**config.mk**
```make
export PLATFORM = sky130hd
export DESIGN_NAME = chart_pan_ctrl
export DESIGN_NICKNAME = d
export VERILOG_FILES = /design/src/rtl/chart_pan_ctrl.sv
export SDC_FILE = /design/constraint.sdc
export NUM_CORES = 1
export LEC_CHECK = 0
export CORE_MARGIN = 2
export CORE_UTILIZATION = 45
export DETAILED_ROUTE_END_ITERATION = 7
export GPL_ROUTABILITY_DRIVEN = 0
export GPL_TIMING_DRIVEN = 0
export PLACE_DENSITY = 0.67
export SETUP_SLACK_MARGIN = 0.1
export SYNTH_ARGS = -nofsm -noshare
export SYNTH_HDL_FRONTEND = slang
export SYNTH_SLANG_ARGS = --single-unit
```
**constraint.sdc**
```tcl
create_clock -name clk -period 10.2 [get_ports clk]
set_input_delay 3.06 -clock clk [delete_from_list [all_inputs] [get_ports clk]]
set_output_delay 3.06 -clock clk [all_outputs]
set_load 0.01 [all_outputs]
```
**src/rtl/chart_pan_ctrl.sv**
```systemverilog
// Chart pan controller: turns drag deltas into frame-synchronous chart offsets.
// Optional double-click recentre is enabled with the CHART_PAN_RESET_EN macro.
//
// Ports:
//   clk          pixel clock, all logic on posedge
//   rst_n        synchronous active-low reset
//   left_mouse   left button level (already synchronous)
//   dx_mag/neg   |dx| since press anchor and its sign
//   dy_mag/neg   |dy| since press anchor and its sign
//   frame_tick   1-cycle pulse at start of vertical blank
//   x_offset     signed horizontal pan offset
//   y_offset     signed vertical pan offset
//   panning      1 while a drag is in progress
//   offset_valid 1-cycle pulse when x/y_offset were updated
module chart_pan_ctrl #(
    parameter int MAX_X         = 511,
    parameter int MAX_Y         = 255,
    parameter int DCLICK_CYCLES = 19_500_000
) (
    input  logic               clk,
    input  logic               rst_n,
    input  logic               left_mouse,
    input  logic [10:0]        dx_mag,
    input  logic               dx_neg,
    input  logic [10:0]        dy_mag,
    input  logic               dy_neg,
    input  logic               frame_tick,
    output logic signed [11:0] x_offset,
    output logic signed [11:0] y_offset,
    output logic               panning,
    output logic               offset_valid
);

    typedef enum logic [1:0] {
        IDLE   = 2'd0,
        DRAG   = 2'd1,
        COMMIT = 2'd2
    } state_e;

    function automatic logic signed [12:0] sdelta(
        input logic [10:0] mag,
        input logic        neg
    );
        logic signed [12:0] m;
        m = $signed({2'b00, mag});
        return neg ? -m : m;
    endfunction

    function automatic logic signed [11:0] clamp(
        input logic signed [12:0] v,
        input int                 lim
    );
        logic signed [12:0] hi;
        logic signed [12:0] lo;
        logic signed [12:0] r;
        hi = 13'(lim);
        lo = -hi;
        r  = v;
        if (v > hi)
            r = hi;
        else if (v < lo)
            r = lo;
        return r[11:0];
    endfunction

    state_e             state_q, state_d;
    logic               left_q;
    logic signed [11:0] base_x_q, base_x_d;
    logic signed [11:0] base_y_q, base_y_d;
    logic signed [11:0] x_off_q, x_off_d;
    logic signed [11:0] y_off_q, y_off_d;
    logic               valid_q, valid_d;
    logic               pan_q;

    logic               press;
    logic               release_e;
    logic               dclick;
    logic signed [11:0] live_x;
    logic signed [11:0] live_y;

    assign press     = left_mouse & ~left_q;
    assign release_e = ~left_mouse & left_q;

    // Live offset = committed base + delta since press, saturated.
    assign live_x = clamp({base_x_q[11], base_x_q} + sdelta(dx_mag, dx_neg), MAX_X);
    assign live_y = clamp({base_y_q[11], base_y_q} + sdelta(dy_mag, dy_neg), MAX_Y);

`ifdef CHART_PAN_RESET_EN
    localparam int CW = $clog2(DCLICK_CYCLES + 1);
    localparam logic [CW-1:0] DCLK_MAX = CW'(DCLICK_CYCLES);

    logic [CW-1:0] cnt_q;
    logic          armed_q;

    // Window is only open after a drag has been committed; a fresh
    // reset does not count as a first click.
    assign dclick = armed_q && (cnt_q < DCLK_MAX);

    always_ff @(posedge clk) begin
        if (!rst_n) begin
            cnt_q   <= '0;
            armed_q <= 1'b0;
        end else begin
            if (state_q == DRAG && release_e) begin
                cnt_q   <= '0;
                armed_q <= 1'b1;
            end else begin
                if (cnt_q < DCLK_MAX)
                    cnt_q <= cnt_q + 1'b1;
                if (press && state_q != DRAG && dclick)
                    armed_q <= 1'b0;
            end
        end
    end
`else
    logic unused_dclick_cycles;
    assign unused_dclick_cycles = ^DCLICK_CYCLES;
    assign dclick = 1'b0;
`endif

    always_comb begin
        state_d  = state_q;
        base_x_d = base_x_q;
        base_y_d = base_y_q;
        x_off_d  = x_off_q;
        y_off_d  = y_off_q;
        valid_d  = 1'b0;

        unique case (state_q)
            IDLE: begin
                if (press) begin
                    if (dclick) begin
                        base_x_d = '0;
                        base_y_d = '0;
                    end else begin
                        state_d = DRAG;
                    end
                end
            end
            DRAG: begin
                if (release_e) begin
                    state_d  = COMMIT;
                    base_x_d = live_x;
                    base_y_d = live_y;
                end
            end
            COMMIT: begin
                // left_q is 0 here, so left_mouse=1 is always a press.
                if (left_mouse && !dclick) begin
                    state_d = DRAG;
                end else begin
                    state_d = IDLE;
                    if (left_mouse) begin
                        base_x_d = '0;
                        base_y_d = '0;
                    end
                end
            end
            default: state_d = IDLE;
        endcase

        if (frame_tick) begin
            if (state_q == DRAG) begin
                x_off_d = live_x;
                y_off_d = live_y;
                valid_d = 1'b1;
            end else begin
                x_off_d = base_x_q;
                y_off_d = base_y_q;
                valid_d = (base_x_q != x_off_q) || (base_y_q != y_off_q);
            end
        end
    end

    always_ff @(posedge clk) begin
        if (!rst_n) begin
            state_q  <= IDLE;
            left_q   <= 1'b0;
            base_x_q <= '0;
            base_y_q <= '0;
            x_off_q  <= '0;
            y_off_q  <= '0;
            valid_q  <= 1'b0;
            pan_q    <= 1'b0;
        end else begin
            state_q  <= state_d;
            left_q   <= left_mouse;
            base_x_q <= base_x_d;
            base_y_q <= base_y_d;
            x_off_q  <= x_off_d;
            y_off_q  <= y_off_d;
            valid_q  <= valid_d;
            pan_q    <= (state_d == DRAG);
        end
    end

    assign x_offset     = x_off_q;
    assign y_offset     = y_off_q;
    assign panning      = pan_q;
    assign offset_valid = valid_q;

endmodule

```
==> metrics.yaml, run 1 <==
logic_synthesis:
  yosys.area.top_type: "dfxtp_1"
  syn_area_mm2: 0.00434
  yosys.area.top_type_share_pct: 24.5
  synth_edf_count: 0
  ys_ff_latch: 53
  postSynthAreaPerCell_um2: 7.83
  synth_flop_cell: "dfxtp_1"
  yosys-top-cells-area: "dfxtp_1, ha_1, xnor2_1"
  yosysWarnings: 0
  synthCells: 554
  async_reset_ff_share_pct: 0
  ys_seq_area_share_pct: 24.5
  syn_nets: 612
  yosysUniqueCellTypes: 62
clocking:
  clk_pin_slew_ns: 0.11
  numClockSinks: 53
  cts_resized: 0
  clock_latency_ns: 0.31
  cts-root-buf: "clkbuf_8"
  clockBufferDepth: 2
  cts_tree: "built"
  cts_hold_buf: 0
  cts_buffers: 5
  htreeDepth: 2
  postCtsSetupRepairBufs: 0
status:
  status: "complete, no violations"
final_layout:
  nFillCells: 907
  syn_to_final_growth_pct: 18.1
  num-nets-final: 670
  final_util_pct: 55.2
  diodes: 0
  seq_area_mm2: 0.00106
  drive_above_1_share_pct: 4.08
  multi_input_area_mm2: 0.00310
pwr:
  p_leak_nw: 2.03
  max-vdd-ir-drop_mv: 0.0716
  powerDensity_mw_per_mm2: 108
timing:
  rsz0062_at_grt: "false"
  fmax_mhz: 145
  clock_skew_ns: 0.0133
  post-route-period-util_pct: 67.7
  finalSetupViolCount: 0
  relSlewSlack_pct: 56.8
  period_minus_slack_ns: 6.90
  finalHoldViolations: 0
  fin_setup_tns_ns: 0
  finalMaxSlewViolations: 0
  max_slew.worst_pin.slew_ns: 0.643
critical_path:
  cp_slowest_stage_delay_ns: 0.58
  cp_common_cell: "o21ai_0"
  path_cells: "clkdlybuf4s50_1 > clkbuf_1 > nand2_1 > o21ai_0 > inv_1 > fa_1 > nand2b_1 > a211oi_2 > o21ai_1 > a2111oi_0 > o21ai_0 > o221a_2 > nor2_1 > a221oi_1"
  cp-end-kind: "flop"
  critPathArrivalTime_ns: 7.07
  crit_required_ns: 10.37
  crit_type: "in2reg"
  r2r_cells: 11
  setup.worst_path.start_class: "input pin"
  cp_max_fo: 10
  crit_slowest_cell: "clkdlybuf4s50_1"
routing:
  routed_wl_um: 12200
  dr.pass1.iters: 5
  ant_nets: 0
  viasPerCell: 5.91
  avgRoutedWirePerCell_um: 16.4
  num_vias: 4382
  drcViolationCount: 0
  first_iter_violations: 247
grt:
  antenna_found_initial: 0
  grt_pass1_vias: 4019
  grt-ovfl-total: 0
  grt_pass1_wl_um: 19800
  grt_util_all_layers_pct: 23.8
  grt_max_degree: 18
worst_hold_path:
  min_path_type: "reg2reg"
  whs_path_depth: 1
die:
  num_rows: 35
  dieArea_mm2: 0.0104
  io_pins: 54
  start_util_pct: 46.7
  core_mm2: 0.00928
  die_w_um: 102
  die_h_um: 102
placement:
  io_buffers: 51
  dp.final_hpwl_um: 9580
run:
  maxCapViolCount: 0
## path summary, 6_finish.rpt
| check | from | to | slack, ns |
|---|---|---|---|
| max | dx_neg | x_offset[6] | 3.30 |
| min | left_q | panning | 0.48 |
| max reg2reg | base_x_q[0] | x_offset[6] | 6.66 |
| min reg2reg | left_q | panning | 0.48 |
## area by class of cell
cell class | count | share of cell area, %
flip-flops and latches | 53 | 20.7
clock buffers | 5 | 1.34
repair buffers | 51 | 9.97
plain buffers | 26 | 2.00
multi-input cells | 454 | 60.4
clock inverters | 3 | 0.855
inverters | 21 | 1.54
well taps | 129 | 3.15
## through the flow
stage | worst slack, ns | std cells | total power, mW | hold WS (ns) | area [um2]
final | 3.30 | 742 | 0.555 | 0.477 | 5120
after global routing | 2.74 | 742 | 0.586 | 0.511 | 5120
after CTS | 3.34 | 742 | 0.553 | 0.477 | 5120
after detailed placement | 3.05 | 734 | 0.408 | 0.462 | 5010
after global placement | 3.09 | 734 | 0.405 | 0.462 | 5010
after floorplan | 4.07 | 554 | 0.349 | 0.436 | 4340
## metal layers
| metal | routed length [um] | share of wire (%) | vias up | track usage [%] |
|---|---|---|---|---|
| met5 | 0 | 0 | - | 0 |
| met4 | 181 | 1.5 | 0 | 4.00 |
| met3 | 763 | 6.3 | 16 | 2.87 |
| met2 | 5170 | 42 | 162 | 35.8 |
| met1 | 6070 | 50 | 2053 | 36.9 |
| li1 | - | - | 2151 | - |
## cells in the mapped netlist, types with 3 or more instances
| cell | instances |
|---|---|
| xnor2_1 | 36 |
| a21oi_1 | 37 |
| nand2_1 | 41 |
| nand4_1 | 7 |
| ha_1 | 28 |
| a211oi_1 | 5 |
| o21ai_1 | 4 |
| nand3_1 | 9 |
| a21boi_0 | 10 |
| a221oi_1 | 7 |
| buf_2 | 4 |
| o21a_1 | 8 |
| nand3b_1 | 3 |
| and2_1 | 5 |
| xor2_1 | 24 |
| a21o_1 | 11 |
| nand2b_1 | 19 |
| nor2_1 | 39 |
| and3_1 | 3 |
| o21ai_0 | 57 |
| nor4_1 | 4 |
| clkbuf_1 | 21 |
| nor2b_1 | 5 |
| o211ai_1 | 17 |
| inv_1 | 21 |
| or3_1 | 5 |
| dfxtp_1 | 53 |
| a2111oi_0 | 3 |
| o31ai_1 | 8 |
| and4_1 | 4 |
| or2_2 | 3 |
| a31oi_1 | 8 |
| nor3_1 | 7 |
## power by group
| group | switching, mW | internal (mW) |
|---|---|---|
| registers | 0.0106 | 0.216 |
| clock network | 0.0741 | 0.0737 |
| logic | 0.101 | 0.0794 |
| total | 0.186 | 0.369 |
## kinds of logic (layout without fill, tap and decap cells)
| group | after synthesis | count (layout) | share of synthesized area [%] |
|---|---|---|---|
| compound gates | 203 | 203 | 31.2 |
| simple gates | 160 | 160 | 18.9 |
| xor+xnor | 60 | 60 | 12.1 |
| flops | 53 | 53 | 24.5 |
| buf+inv | 47 | 106 | 4.18 |
| fa+ha+maj | 30 | 30 | 9.00 |
| mux | 1 | 1 | 0.231 |
## placed cells by master (no fill, tap or decap), drive strengths merged, types with 8 or more instances in the layout
cell / count
a31oi: 9
inv: 22
a21oi: 38
xnor2: 36
dfxtp: 53
o31ai: 8
xor2: 24
nand2: 41
nand3: 9
clkbuf: 26
o21ai: 61
ha: 28
a21o: 11
o211ai: 17
clkdlybuf4s50: 51
o21a: 8
a21boi: 12
nand2b: 19
nor2: 39
## worst max-delay path: cells and delay by family
| family | cells | cell delay [ns] |
|---|---|---|
| buffers and inverters | 3 | 1.05 |
| AND/OR/NAND/NOR | 3 | 0.74 |
| adder cells (fa/ha/maj) | 1 | 0.44 |
| AO/OA/AOI/OAI | 7 | 1.78 |
## state kept, by name, indices dropped and copies added, names as in the netlist
register	count
x_offset	12
base_y_q	12
left_q	1
base_x_q	12
y_offset	12
offset_valid	1
panning	1
state_q	2
Power figures use the tool's default switching activity.
==> inputs of run 2 (changes only) <==
- clock period: 10.2 -> 6.7 ns (I/O delays scaled with it)
==> results of run 2 <==
The final DEF is identical to that of run 1. Status: complete, no violations.
Among the figures that moved: setup slack after placement 3.05 ns -> 0.602 ns; setup slack after layout 3.30 ns -> 0.850 ns; register-to-register setup slack 6.66 ns -> 3.16 ns; total power 0.555 mW -> 0.845 mW; worst IR drop on VDD 0.0716 mV -> 0.109 mV
